[src/rtl/axi_read_arbiter.sv]
// ---------------------------------------------------------------------------
// axi_read_arbiter
//
// Purpose:
//   Round-robin arbiter that shares one AXI4 read-only slave port (AR and R
//   channels) between NUM_MASTERS requesters. A master is granted the AR
//   channel, and then every R beat of that burst is routed back to it. Only
//   one burst is outstanding at a time, and no IDs are used.
//
// Optional feature:
//   AXI_READ_ARBITER_BEAT_CHECK_EN - when defined, the arbiter counts R beats
//   against arlen+1. It raises the sticky protocol_err flag when s_rlast and
//   the beat count disagree. When undefined, protocol_err is tied to 0.
//
// Ports:
//   aclk, areset         clock (rising edge), asynchronous active-high reset
//   m_ar*                per-master AR channel, master i in slice i
//   m_r*                 per-master R channel; data/resp/last are broadcast,
//                        and only m_rvalid selects the owner
//   s_ar*, s_r*          single AXI4 read slave port
//   protocol_err         sticky burst-length mismatch flag
// ---------------------------------------------------------------------------
module axi_read_arbiter #(
   parameter int NUM_MASTERS   = 2,
   parameter int ADDRESS_WIDTH = 8,
   parameter int DATA_WIDTH    = 32
) (
   input  logic                              aclk,
   input  logic                              areset,
   input  logic [NUM_MASTERS*ADDRESS_WIDTH-1:0] m_araddr,
   input  logic [NUM_MASTERS*8-1:0]          m_arlen,
   input  logic [NUM_MASTERS*3-1:0]          m_arsize,
   input  logic [NUM_MASTERS*2-1:0]          m_arburst,
   input  logic [NUM_MASTERS-1:0]            m_arvalid,
   output logic [NUM_MASTERS-1:0]            m_arready,
   output logic [NUM_MASTERS*DATA_WIDTH-1:0] m_rdata,
   output logic [NUM_MASTERS*2-1:0]          m_rresp,
   output logic [NUM_MASTERS-1:0]            m_rlast,
   output logic [NUM_MASTERS-1:0]            m_rvalid,
   input  logic [NUM_MASTERS-1:0]            m_rready,
   output logic [ADDRESS_WIDTH-1:0]          s_araddr,
   output logic [7:0]                        s_arlen,
   output logic [2:0]                        s_arsize,
   output logic [1:0]                        s_arburst,
   output logic                              s_arvalid,
   input  logic                              s_arready,
   input  logic [DATA_WIDTH-1:0]             s_rdata,
   input  logic [1:0]                        s_rresp,
   input  logic                              s_rlast,
   input  logic                              s_rvalid,
   output logic                              s_rready,
   output logic                              protocol_err
);

   localparam int GRANT_WIDTH = $clog2(NUM_MASTERS);

   typedef enum logic [1:0] {IDLE, ADDR, DATA} state_t;

   state_t                 state_q, state_d;
   logic [GRANT_WIDTH-1:0] grant_q, grant_d;
   logic [GRANT_WIDTH-1:0] last_grant_q, last_grant_d;
   logic                   found;
   logic                   ar_hs;
   logic                   r_hs;

   // The granted master's AR fields drive the slave directly. Outside ADDR
   // they are don't-care because s_arvalid is low.
   assign s_araddr  = m_araddr[int'(grant_q)*ADDRESS_WIDTH +: ADDRESS_WIDTH];
   assign s_arlen   = m_arlen[int'(grant_q)*8 +: 8];
   assign s_arsize  = m_arsize[int'(grant_q)*3 +: 3];
   assign s_arburst = m_arburst[int'(grant_q)*2 +: 2];
   assign s_arvalid = (state_q == ADDR) && m_arvalid[grant_q];

   // Read data is broadcast, so no wide mux is needed. Only m_rvalid tells a
   // master that the beat is its own.
   assign m_rdata = {NUM_MASTERS{s_rdata}};
   assign m_rresp = {NUM_MASTERS{s_rresp}};
   assign m_rlast = {NUM_MASTERS{s_rlast}};

   assign ar_hs = s_arvalid && s_arready;
   assign r_hs  = (state_q == DATA) && s_rvalid && s_rready;

   // Handshake steering. Readies and valids go only to the granted master,
   // and all of them are held low in IDLE. This keeps a combinational path
   // from m_arvalid to m_arready from forming while arbitration is pending.
   always_comb begin
      m_arready = '0;
      m_rvalid  = '0;
      s_rready  = 1'b0;
      if (state_q == ADDR) begin
         m_arready[grant_q] = s_arready;
      end
      if (state_q == DATA) begin
         m_rvalid[grant_q] = s_rvalid;
         s_rready          = m_rready[grant_q];
      end
   end

   // Next-state logic. In IDLE the search starts just after the last served
   // master and wraps, which produces strict rotation among persistent
   // requesters. The burst ends on s_rlast and does not depend on a beat
   // count.
   always_comb begin
      state_d      = state_q;
      grant_d      = grant_q;
      last_grant_d = last_grant_q;
      found        = 1'b0;
      case (state_q)
         IDLE: begin
            for (int k = 1; k <= NUM_MASTERS; k++) begin
               if (!found && m_arvalid[(int'(last_grant_q) + k) % NUM_MASTERS]) begin
                  found   = 1'b1;
                  grant_d = GRANT_WIDTH'((int'(last_grant_q) + k) % NUM_MASTERS);
               end
            end
            if (found) begin
               state_d = ADDR;
            end
         end
         ADDR: begin
            if (ar_hs) begin
               state_d = DATA;
            end
         end
         DATA: begin
            if (r_hs && s_rlast) begin
               state_d      = IDLE;
               last_grant_d = grant_q;
            end
         end
         default: state_d = IDLE;
      endcase
   end

   // State registers. last_grant resets to the highest index, so that
   // master 0 has first priority after reset.
   always_ff @(posedge aclk or posedge areset) begin
      if (areset) begin
         state_q      <= IDLE;
         grant_q      <= '0;
         last_grant_q <= GRANT_WIDTH'(NUM_MASTERS - 1);
      end else begin
         state_q      <= state_d;
         grant_q      <= grant_d;
         last_grant_q <= last_grant_d;
      end
   end

`ifdef AXI_READ_ARBITER_BEAT_CHECK_EN
   logic [8:0] beats_left_q, beats_left_d;
   logic       protocol_err_q, protocol_err_d;

   // beats_left is 9 bits wide, so arlen=255 loads 256 without wrapping.
   // An error is flagged when rlast and "this is the final counted beat"
   // disagree in either direction.
   always_comb begin
      beats_left_d   = beats_left_q;
      protocol_err_d = protocol_err_q;
      if (ar_hs) begin
         beats_left_d = {1'b0, s_arlen} + 9'd1;
      end else if (r_hs) begin
         beats_left_d = beats_left_q - 9'd1;
         if (s_rlast != (beats_left_q == 9'd1)) begin
            protocol_err_d = 1'b1;
         end
      end
   end

   // Beat counter and sticky error flag. Only areset clears them.
   always_ff @(posedge aclk or posedge areset) begin
      if (areset) begin
         beats_left_q   <= '0;
         protocol_err_q <= 1'b0;
      end else begin
         beats_left_q   <= beats_left_d;
         protocol_err_q <= protocol_err_d;
      end
   end

   assign protocol_err = protocol_err_q;
`else
   assign protocol_err = 1'b0;
`endif

endmodule
[config.mk]
export PLATFORM = sky130hd
export DESIGN_NAME = axi_read_arbiter
export DESIGN_NICKNAME = d
export VERILOG_FILES = /design/src/rtl/axi_read_arbiter.sv
export SDC_FILE = /design/constraint.sdc
export NUM_CORES = 1
export LEC_CHECK = 0
export ABC_CLOCK_PERIOD_IN_PS = 1400
export CAP_MARGIN = 0
export CORE_MARGIN = 3
export CORE_UTILIZATION = 20
export CTS_BUF_LIST = sky130_fd_sc_hd__clkbuf_8
export CTS_CLUSTER_DIAMETER = 50
export DETAILED_ROUTE_END_ITERATION = 8
export GPL_ROUTABILITY_DRIVEN = 0
export PLACE_DENSITY = 0.89
export RECOVER_POWER = 25
export SETUP_SLACK_MARGIN = 0.5
export SLEW_MARGIN = 40
export SYNTH_ARGS = -nofsm -noshare
export SYNTH_HDL_FRONTEND = slang
export SYNTH_SLANG_ARGS = --single-unit
[constraint.sdc]
create_clock -name aclk -period 1.4 [get_ports aclk]
set_clock_uncertainty 0.15 [all_clocks]
set_input_delay 0.28 -clock aclk [delete_from_list [all_inputs] [get_ports aclk]]
set_output_delay 0.28 -clock aclk [all_outputs]
set_load 0.02 [all_outputs]
# [Yosys cells after proc, flatten, opt, wreduce, memory -nomap -nowiden]
# Cells that the tools add are included.
[totals] output_inout_bits=98 ff_bits=4
[classes] bitwise=4 addsub=2 n_shift=4 eq_ne=5 order_cmp=4 mul=1 reduce_logical=13 mux=25
[ops] op="variable part select 16 x 5 -> 8 bit" n=2
[ops] op="two-way mux 1 bit" n=18
[ops] op="two-way mux 2 bit" n=5
[ops] op="logical AND 1 bit" n=7
[ops] op="less-than comparator 2 x 3 -> 1 bit, second input constant" n=2
[ops] op="case mux 2 bit (3 select lines)" n=1
[ops] op="variable part select 6 x 4 -> 3 bit" n=1
[ops] op="AND 2 bit" n=2
[ops] op="!= test 2 bit, second input constant" n=2
[ops] op="AND reduction 2 bit" n=2
[ops] op="variable part select 4 x 3 -> 2 bit" n=1
[ops] op="multiplier 1 x 2 -> 3 bit, second input constant" n=1
[ops] op="AND reduction 3 bit" n=1
[ops] op="adder 1 bit, second input constant" n=2
[ops] op="AND 1 bit, first input constant" n=2
[ops] op="equality test 2 x 1 -> 1 bit, second input constant" n=1
[ops] op="equality test 2 bit, second input constant" n=1
[ops] op="logical NOT 2 bit" n=1
[ops] op="less-than comparator 1 x 2 -> 1 bit, second input constant" n=1
[ops] op="!= test 2 x 1 -> 1 bit, second input constant" n=1
[ops] op="nonzero test 2 bit" n=1
[ops] op="demux 1 bit (select 1 bit)" n=1
[ops] op=">= comparator 1 bit, second input constant" n=1
[ops] op="logical NOT 1 bit" n=1

# [Longest topological paths before layout]
# Gate-level depths: netlist of run 1.
[depth] depth_word=13 depth_mapped=4 depth_no_buf=3

# [Worst setup path before layout of run 1]
# No wires, ideal clock.
[synth_timing] path_kind="register to output" start="register grant_q" end="output s_arvalid" slack_ns=-0.246 t_required_ns=0.970 arrival_ns=1.216 path_stages_with_launch=4 cell_sequence="dfrtp_1 -> buf_6 -> mux2i_2 -> nor3b_1"
[synth_via] elab_chain_cells=3
[synth_lines] item="start: declaration" line_no="60" text="logic [GRANT_WIDTH-1:0] grant_q, grant_d;"
[synth_lines] item="start signal: assignment" line_no="144" text="grant_q <= grant_d;"
[synth_lines] item="two-way mux 1 bit (implied by the code) (2 in series)" line_no="72" text="assign s_arvalid = (state_q == ADDR) && m_arvalid[grant_q];"
[synth_lines] item="logical AND 1 bit" line_no="72"
[synth_lines] item="end: declaration" line_no="45" text="output logic s_arvalid,"
# Every way passes these cells. The select of a mux whose other input is x is not followed.

# [Worst setup path after layout of run 1]
# Ends and elaborated chain as after synthesis.

==> metrics.txt, run 1 <==
cts hold-fix bufs 0; asr flop ratio synth between 90% and 100%; top cells by count, synth 73 x buf_4, 14 x mux2_2, 7 x mux2_1; Die Wd about 79 um; max capacitance violation total 0; Synth Warn # 0; RSZ-0062 raised after global routing yes; Root Buffer clkbuf_8; global route total overflow 0; Final HPWL DP 2270 um; EDFF count, synth 0; sequential area share after synthesis 9.42%; Worst-path clk slew around 40 ps; R2R Path Start grant_q$_DFFE_PP0P_; core box area a little over 5000 um2; Worst Setup EP s_arvalid; Comb power frac between 80% and 90%; Tmin final approximately 1800 ps; R2R cell count 6; Detail Route Antenna Nets 0; flops & latches, synth 4; final setup violation count 31; fin worst setup slack -436 ps; Switching Fraction between 30% and 40%; via count ~840; Worst Hold Margin 233 ps; Setup Crit Path Kind reg2out; Setup crit start grant_q$_DFFE_PP0P_; kind of start point of the critical path flip-flop; Worst setup EP type output port; r2r endpoint last_grant_q$_DFFE_PP1P_; cell count after synthesis between 100 and 150; largest net degree at the start of global routing 10; Buffers on Ports 79; Clock Tree Buf Depth 2; part of the power in the clock network between 8 and 9%; clock sink total 4; wire length of the first global-routing pass roughly 4800 um; Total GRT Usage about a tenth; Power Density between 1500 and 2000 nW/um2; worst-skew pair later-pin latency about 230 ps; share of cells above drive strength 1 approximately three fifths; Fmax approximately 540 MHz; Die Ht between 70 and 80 um; DRT Wirelength 3030 um; Yosys top cell by area buf_4; DR DRC count 0; CP max FO 3; P_leak 0.828 nW; final hold violations 0; # H-tree levels 1; Synth Flop Type dfrtp_1; crit path DAT between 1000 and 1500 ps; Flop pwr share 7.7%; Fillers 541; most common cell in the netlist buf_4; Power Internal just over 2 mW; synthesis-to-layout area growth 75.1%; initial antenna violation count 0; vias in the first global route ~1000; Tot Pwr about 3.2 mW; 1st-pass router iterations 3; syn_area_per_cell about 9 um2; Psw 1.20 mW; Via density roughly 3.8; outcome finished with violations; Num CTS Buffers 3; ANT cells 0; Synth area leaders buf_4 51%, mux2_2 15%, mux2_1 7.3%, dfrtp_1 7.0%, dfstp_2 2.4%; Worst Path Required ~970 ps; Mapped Nets between 200 and 250; Hold Path Class in2async; worst vdd ir between 0.7 and 0.8 mV; Iter 0 DRT Violations 22; Initial Util a little over a fifth; Mapped Area approximately 1100 um2; final setup TNS -10890 ps; routed len/inst roughly 14 um; fin crit share 131%; Max Slew Vio Count 0; area share of the leading cell type in the synthesized netlist roughly half; row cnt 26; NumNets Final 240; CTS tree done; failing checks negative setup slack; synth unique cells 20; IO Pins between 150 and 200; die footprint around 6300 um2; r2r setup slk -280 ps
power by group through the flow:
stage | combinational, mW | clock, mW | sequential (mW)
floorplan | 1.47 | 0 | 0.259
global placement | 1.93 | 0 | 0.280
detailed placement | 1.96 | 0 | 0.281
CTS | 2.66 | 0.273 | 0.243
global route | 2.84 | 0.274 | 0.255
finish | 2.71 | 0.268 | 0.247
kinds of logic (layout without fill, tap and decap cells):
group                  after synthesis  after routing  share of synthesized area, %
buffers and inverters               75            106                          52.3
muxes                               24             24                          25.6
and+or+nand+nor                     17             17                          9.88
DFF                                  4              4                          9.42
AOI/OAI and AO/OA                    2              2                          2.44
other                                1              1                         0.349
sequential cells by signal, indices dropped and copies added (netlist names):
signal / cells
state_q: 2
grant_q: 1
last_grant_q: 1
timing repair:
action / 4_1_cts / 5_1_grt
pin swaps: 3 / 2
resized for setup: 192 / 5
setup buffers: 6 / 1
endpoints found under the setup margin: 33 / 33
gates cloned: 3 / 0
per-stage QoR:
stage | util [%] | instance area (um2) | setup slack, ps | std cells
global placement | 31.1 | 1600 | -727 | 210
finish | 36.7 | 1880 | -436 | 224
CTS | 36.0 | 1850 | -434 | 223
global route | 36.7 | 1880 | -478 | 224
floorplan | - | 1190 | -31.6 | 123
detailed placement | 31.1 | 1600 | -737 | 210
layout make-up:
cell class / instances / area (um2) / share of cell area [%]
clock inverter: 1 / 3.75 / 0.199
sequential: 4 / 104 / 5.51
clock buffer: 3 / 41.3 / 2.19
timing repair buffer: 101 / 1100 / 58.4
tap: 70 / 87.6 / 4.65
multi-input combinational: 44 / 544 / 28.9
inverter: 1 / 3.75 / 0.199
worst min path at each step:
stage | end | start | slack, ps
global placement | state_q[0]$_DFFE_PP0P_ | areset | 330
detailed placement | grant_q$_DFFE_PP0P_ | areset | 330
finish | state_q[1]$_DFFE_PP0P_ | areset | 230
CTS | state_q[1]$_DFFE_PP0P_ | areset | 90
floorplan | grant_q$_DFFE_PP0P_ | areset | -100
global route | state_q[1]$_DFFE_PP0P_ | areset | 260
routing by layer:
metal / routed length [um] / vias to the layer above / GRT usage, %
met5: 0 / - / 0
met4: 51 / 0 / 4.98
met3: 271 / 7 / 3.06
met2: 1650 / 51 / 17.4
met1: 1050 / 390 / 10.4
li1: - / 394 / -
cell usage in the layout (no fill, tap or decap):
master           netlist  routed
clkdlybuf4s50_1        0      47
buf_6                  1      32
mux2_4                 1      15
buf_4                 73      13
mux2_2                14       7
nand2_1                4       3
nor3b_4                0       3
clkbuf_8               0       3
buf_16                 0       3
nor2_2                 0       2
nor3_4                 0       2
inv_1                  1       2
dfrtp_2                0       2
buf_8                  0       2
buf_12                 0       2
mux2i_2                1       1
nand2_2                0       1
mux2i_4                0       1
nor2_4                 0       1
nand2b_4               1       1
o32ai_2                1       1
a32o_1                 1       1
and4b_2                0       1
nor2_1                 4       1
nor3_1                 2       1
nor3_2                 2       1
conb_1                 1       1
dlygate4sd3_1          0       1
dlygate4sd2_1          0       1
dfstp_2                1       1
dfrtp_1                3       1
critical path, cell delays in order, from the launching register on:
cell,delay [ps]
dfrtp_2,420
buf_12,140
buf_4,130
mux2i_2,160
nor3b_4,180
buf_6,140
(Power assumes the default switching activity.)
==> run 2: changes to the inputs <==
TNS_END_PERCENT = 100   (was unset)
==> results of run 2 <==
The final DEF is identical to that of run 1; final timing and power are the same.
